===== src/rtl/mem_arbiter.sv =====
// Two-requester arbiter for the single-ported unified memory: serialises fetch
// and data accesses, alternates owners on conflict, and waits out the memory's fixed read latency.
module mem_arbiter #(
  parameter int ADDR_W      = 32,
  parameter int DATA_W      = 32,
  parameter int MEM_LATENCY = 1
) (
  input  logic              clk,
  input  logic              reset,
  input  logic              if_req,
  input  logic [ADDR_W-1:0] if_addr,
  output logic              if_ack,
  output logic [DATA_W-1:0] if_rdata,
  input  logic              dm_req,
  input  logic              dm_we,
  input  logic [ADDR_W-1:0] dm_addr,
  input  logic [DATA_W-1:0] dm_wdata,
  output logic              dm_ack,
  output logic [DATA_W-1:0] dm_rdata,
  output logic [ADDR_W-1:0] mem_addr,
  output logic [DATA_W-1:0] mem_wdata,
  output logic              mem_rden,
  output logic              mem_wren,
  input  logic [DATA_W-1:0] mem_rdata,
  output logic              busy
);

  typedef enum logic [1:0] {S_IDLE, S_ISSUE, S_WAIT, S_DONE} state_e;

  localparam logic [3:0] LAT = 4'(MEM_LATENCY);

  state_e            state_q, state_d;
  logic [3:0]        cnt_q, cnt_d;
  logic              last_dm_q, last_dm_d;   // 0 = IF granted last, so DM wins next conflict
  logic              own_dm_q, own_dm_d;
  logic              we_q, we_d;
  logic [ADDR_W-1:0] addr_q, addr_d;
  logic [DATA_W-1:0] wdata_q, wdata_d;
  logic [DATA_W-1:0] if_rdata_q, if_rdata_d;
  logic [DATA_W-1:0] dm_rdata_q, dm_rdata_d;
  logic              grant_dm, grant_if;

  always_ff @(posedge clk or posedge reset) begin
    if (reset) begin
      state_q    <= S_IDLE;
      cnt_q      <= '0;
      last_dm_q  <= 1'b0;
      own_dm_q   <= 1'b0;
      we_q       <= 1'b0;
      addr_q     <= '0;
      wdata_q    <= '0;
      if_rdata_q <= '0;
      dm_rdata_q <= '0;
    end else begin
      state_q    <= state_d;
      cnt_q      <= cnt_d;
      last_dm_q  <= last_dm_d;
      own_dm_q   <= own_dm_d;
      we_q       <= we_d;
      addr_q     <= addr_d;
      wdata_q    <= wdata_d;
      if_rdata_q <= if_rdata_d;
      dm_rdata_q <= dm_rdata_d;
    end
  end

  always_comb begin
    state_d    = state_q;
    cnt_d      = cnt_q;
    last_dm_d  = last_dm_q;
    own_dm_d   = own_dm_q;
    we_d       = we_q;
    addr_d     = addr_q;
    wdata_d    = wdata_q;
    if_rdata_d = if_rdata_q;
    dm_rdata_d = dm_rdata_q;
    grant_dm   = dm_req & (~if_req | ~last_dm_q);
    grant_if   = if_req & ~grant_dm;
    unique case (state_q)
      S_IDLE: begin
        if (grant_dm | grant_if) begin
          own_dm_d  = grant_dm;
          last_dm_d = grant_dm;
          addr_d    = grant_dm ? dm_addr : if_addr;
          we_d      = grant_dm & dm_we;
          wdata_d   = dm_wdata;
          cnt_d     = LAT;
          state_d   = S_ISSUE;
        end
      end
      S_ISSUE: state_d = S_WAIT;
      S_WAIT: begin
        cnt_d = cnt_q - 4'd1;
        // Counter hitting 1 marks the cycle the memory's read data is valid
        if (cnt_q <= 4'd1) begin
          if (!we_q) begin
            if (own_dm_q) dm_rdata_d = mem_rdata;
            else          if_rdata_d = mem_rdata;
          end
          state_d = S_DONE;
        end
      end
      S_DONE: state_d = S_IDLE;
      default: state_d = S_IDLE;
    endcase
  end

  assign mem_rden  = (state_q == S_ISSUE) & ~we_q;
  assign mem_wren  = (state_q == S_ISSUE) &  we_q;
  assign if_ack    = (state_q == S_DONE)  & ~own_dm_q;
  assign dm_ack    = (state_q == S_DONE)  &  own_dm_q;
  assign busy      = (state_q != S_IDLE);
  assign mem_addr  = addr_q;
  assign mem_wdata = wdata_q;
  assign if_rdata  = if_rdata_q;
  assign dm_rdata  = dm_rdata_q;

endmodule


===== config.mk =====
export PLATFORM = sky130hd
export DESIGN_NAME = mem_arbiter
export DESIGN_NICKNAME = d
export VERILOG_FILES = /design/src/rtl/mem_arbiter.sv
export SDC_FILE = /design/constraint.sdc
export NUM_CORES = 1
export LEC_CHECK = 0
export ABC_AREA = 1
export CAP_MARGIN = 15
export CORE_UTILIZATION = 35
export DETAILED_ROUTE_END_ITERATION = 8
export PLACE_DENSITY = 0.69
export SLEW_MARGIN = 30
export SYNTH_ARGS = -nofsm -noshare
export SYNTH_HDL_FRONTEND = slang
export SYNTH_SLANG_ARGS = --single-unit

===== constraint.sdc =====
create_clock -name clk -period 11.85 [get_ports clk]
set_input_delay 3.555 -clock clk [delete_from_list [all_inputs] [get_ports clk]]
set_output_delay 3.555 -clock clk [all_outputs]
set_load 0.01 [all_outputs]

# After elaboration in Yosys (flattened, before gate mapping)

Cells that the tools add are included.

Flip-flop bits (word level): 136
Input port bits: 133

Add/sub/neg operators: 1
Order comparisons: 1
Equality and inequality tests: 5
Muxes and demuxes: 6
Bitwise operators: 13
Reduce and logical (&&, ||, !) cells: 8

Operator list:

| cell                                                           | number |
|---|---|
| two-way mux 32 bit                                             | 1 |
| case mux 2 bit (4 select lines)                                | 1 |
| case mux 4 bit (2 select lines)                                | 1 |
| AND reduction 4 bit                                            | 2 |
| bitwise AND 1 bit                                              | 7 |
| AND reduction 2 bit                                            | 3 |
| equality test 2 bit, second input constant                     | 2 |
| less-or-equal comparator 4 x 1 -> 1 bit, second input constant | 1 |
| two-way mux 2 bit                                              | 2 |
| two-way mux 4 bit                                              | 1 |
| != test 2 bit, second input constant                           | 2 |
| NOT 1 bit                                                      | 4 |
| nonzero test 2 bit                                             | 2 |
| subtractor 4 x 1 -> 4 bit, second input constant               | 1 |
| equality test 2 x 1 -> 1 bit, second input constant            | 1 |
| logical NOT 2 bit                                              | 1 |
| bitwise OR 1 bit                                               | 2 |

# Depth between registers and ports, before layout

Depth in word-level cells: 8
Mapped depth: 8
Mapped depth without buffers: 7

# Worst setup path before layout

OpenSTA, ideal clock, no wires.

Path kind: register to output
Start: register own_dm_q
End: output port dm_ack
Data arrival time: 939 ps
Data required time: 8295 ps
Slack: 7356 ps
Cell stages (with the launch flop): 5
Buffers on the path: 2
Path through: dfrtp_1 buf_2 buf_1 nand2_1 inv_1

Cells in the longest elaborated chain, start to end: 1

RTL lines:

| item                   | RTL line | RTL |
|---|---|---|
| start, declared        | 35       | `logic own_dm_q, own_dm_d;` |
| start signal, assigned | 58       | `own_dm_q <= own_dm_d;` |
| bitwise AND 1 bit      | 111      | `assign dm_ack = (state_q == S_DONE) & own_dm_q;` |
| end, declared          | 18       | `output logic dm_ack,` |

Every way passes these cells.

# Worst setup path after layout

Ends and elaborated chain as after synthesis.

==> impl_metrics.json <==
{
  "routed_wl_um": 17700,
  "worstMarginPinSlew_ps": 775,
  "seq_area_um2": 3400,
  "r2r-start": "state_q[0]",
  "cts_buffers": 17,
  "tns_ps": 0,
  "worstSetupPathType": "reg2out",
  "placed_area_um2": 8690,
  "drv_cap": 0,
  "synth_top_area_frac": 0.567,
  "ys.flop_type": "dfrtp_1",
  "cp.required_ps": 8300,
  "finClkSkew_ps": 11.0,
  "start_util": 0.361,
  "max-clock-path-buffers": 2,
  "leakage_nw": 4.60,
  "synth.cell_area_um2": 6000,
  "cts_root_buf": "clkbuf_16",
  "vias": 5661,
  "synth_edf_count": 0,
  "layout-drive-gt1-share": 0.0488,
  "grt_max_degree": 71,
  "dpl.hpwl_um": 11800,
  "synth_most_common_cell": "nand2_1",
  "drc_errors": 0,
  "track_usage": 0.208,
  "die_area_um2": 17700,
  "wire_per_inst_um": 14.7,
  "yosys.area.top_type": "dfrtp_1",
  "viasPerCell": 4.70,
  "total_power_mw": 2.60,
  "worstSetupStartpoint": "own_dm_q",
  "placement.io_buffers": 265,
  "syn_area_per_cell_um2": 8.24,
  "globalRouteOverflowTotal": 0,
  "synth_cells": 728,
  "hold_path.class": "reg2reg",
  "fmaxAchievable_mhz": 181,
  "clkSinkCount": 136,
  "postCtsSetupBuffers": 0,
  "area_growth_pct": 55.9,
  "synthArstFlopShare": 1.00,
  "num_rows": 47,
  "relSlewSlack": 0.483,
  "holdBufCountCts": 0,
  "rsz0062_at_grt": "false",
  "num_antenna_cells": 0,
  "cts_tree": "done",
  "synth_commonest_cells": "436 x nand2_1, 136 x dfrtp_1, 64 x nand4_1, 22 x buf_2, 15 x inv_1",
  "worst_setup_path_end_kind": "output pin",
  "slew_violations": 0,
  "multi_input_area_um2": 2240,
  "cts-resized-gates": 0,
  "syn-num-nets": 867,
  "die_x_um": 133,
  "cts_htree_levels": 4,
  "fin_area_um2": 9350,
  "power_density_nw_per_um2": 278,
  "postRouteAntennaNets": 0,
  "finalHoldViolCount": 0,
  "die_h_um": 133,
  "core_area_um2": 16600,
  "first_pass_iters": 5,
  "drt_iter0_drc": 283,
  "yosys_warnings": 0,
  "yosysUniqueCellTypes": 20,
  "clk_pin_slew_ps": 60,
  "grt_pass1_vias": 5515,
  "synthTopCellsByArea": "dfrtp_1 57%, nand2_1 27%, nand4_1 6.7%",
  "ir_drop_v": 0.000113,
  "cp_max_fo": 36,
  "min_period_over_period": 0.467,
  "place.gp.congestion": 0.776,
  "yosysSeqAreaShare": 0.567,
  "synth_seq_cells": 136,
  "ioPinCount": 266,
  "fillers": 1536,
  "final_nets": 1110,
  "finalCriticalPeriod_ps": 5530,
  "clock_latency_ps": 410,
  "outcome": "finished, final reports clean",
  "finalSetupViolCount": 0,
  "worstSetupStartpointType": "flip-flop",
  "worstPathArrival_ps": 1980,
  "antenna_found_initial": 0,
  "grt_pass1_wl_um": 28800,
  "worstHoldStart": "dm_rdata[18]"
}
## worst max-delay path: stages (launching register included)
cell	delay (ps)
dfrtp_1	420
buf_4	420
nand2_1	110
inv_1	60
clkdlybuf4s50_1	560
## per-stage QoR
stage,setup WS (ps),hold slack (ps),util,std cells
finish,6320,467,0.562,1204
CTS,6270,473,0.562,1204
detailed placement,6030,457,0.522,1172
floorplan,4660,475,-,728
global route,6180,485,0.562,1204
global placement,5970,452,0.522,1172
## kinds of logic (layout without fill, tap and decap cells)
kind of cell / after synthesis / count (layout) / synth area share
AO/OA/AOI/OAI: 7 / 7 / 0.00646
XOR/XNOR: 1 / 1 / 0.00146
adder cells (fa/ha/maj): 6 / 6 / 0.0125
buffers and inverters: 64 / 320 / 0.0590
flip-flops: 136 / 136 / 0.567
AND/OR/NAND/NOR: 514 / 514 / 0.353
## cells in the final DEF (no fill, tap or decap), drive strengths merged, types with 6 or more instances in the layout
cell,netlist,routed
clkbuf,1,18
clkdlybuf4s50,0,265
dfrtp,136,136
ha,6,6
inv,18,20
nand2,438,438
nand3,7,7
nand4,64,64
o21ai,6,6
## where the power goes
part | switching [mW] | internal (mW)
sequential | 0.131 | 0.693
combinational | 0.624 | 0.560
clock | 0.208 | 0.381
total | 0.963 | 1.63
## final timing paths
path                                 to  slack [ps]  depth (start not counted)
setup reg to reg           dm_rdata[30]        9220                          8
hold reg to reg            dm_rdata[18]         470                          2
min in group asynchronous  mem_wdata[9]        3600                          2
hold / removal             dm_rdata[18]         470                          2
setup / recovery                 dm_ack        6320                          4
max in group asynchronous  if_rdata[21]        7190                          3
## registers in the layout (all words and copies together), names as in the netlist
signal / flops
cnt_q: 4
dm_rdata: 32
if_rdata: 32
mem_addr: 32
mem_wdata: 32
own_dm_q: 1
state_q: 2
we_q: 1
## cell type report
class / instances / share of cell area
Clock buffer: 18 / 0.0470
Clock inverter: 14 / 0.0235
Timing Repair Buffer: 270 / 0.288
Multi-Input combinational cell: 528 / 0.240
Inverter: 18 / 0.00829
Sequential cell: 136 / 0.364
Tap cell: 220 / 0.0294
## routing by layer
layer  track usage  part of all wire  vias to the layer above
met3        0.0724             0.087                       20
met5             0                 0                        -
li1              -                 -                     2788
met1         0.266              0.44                     2618
met4        0.0747             0.016                        0
met2         0.326              0.46                      235
(Power assumes the default switching activity.)
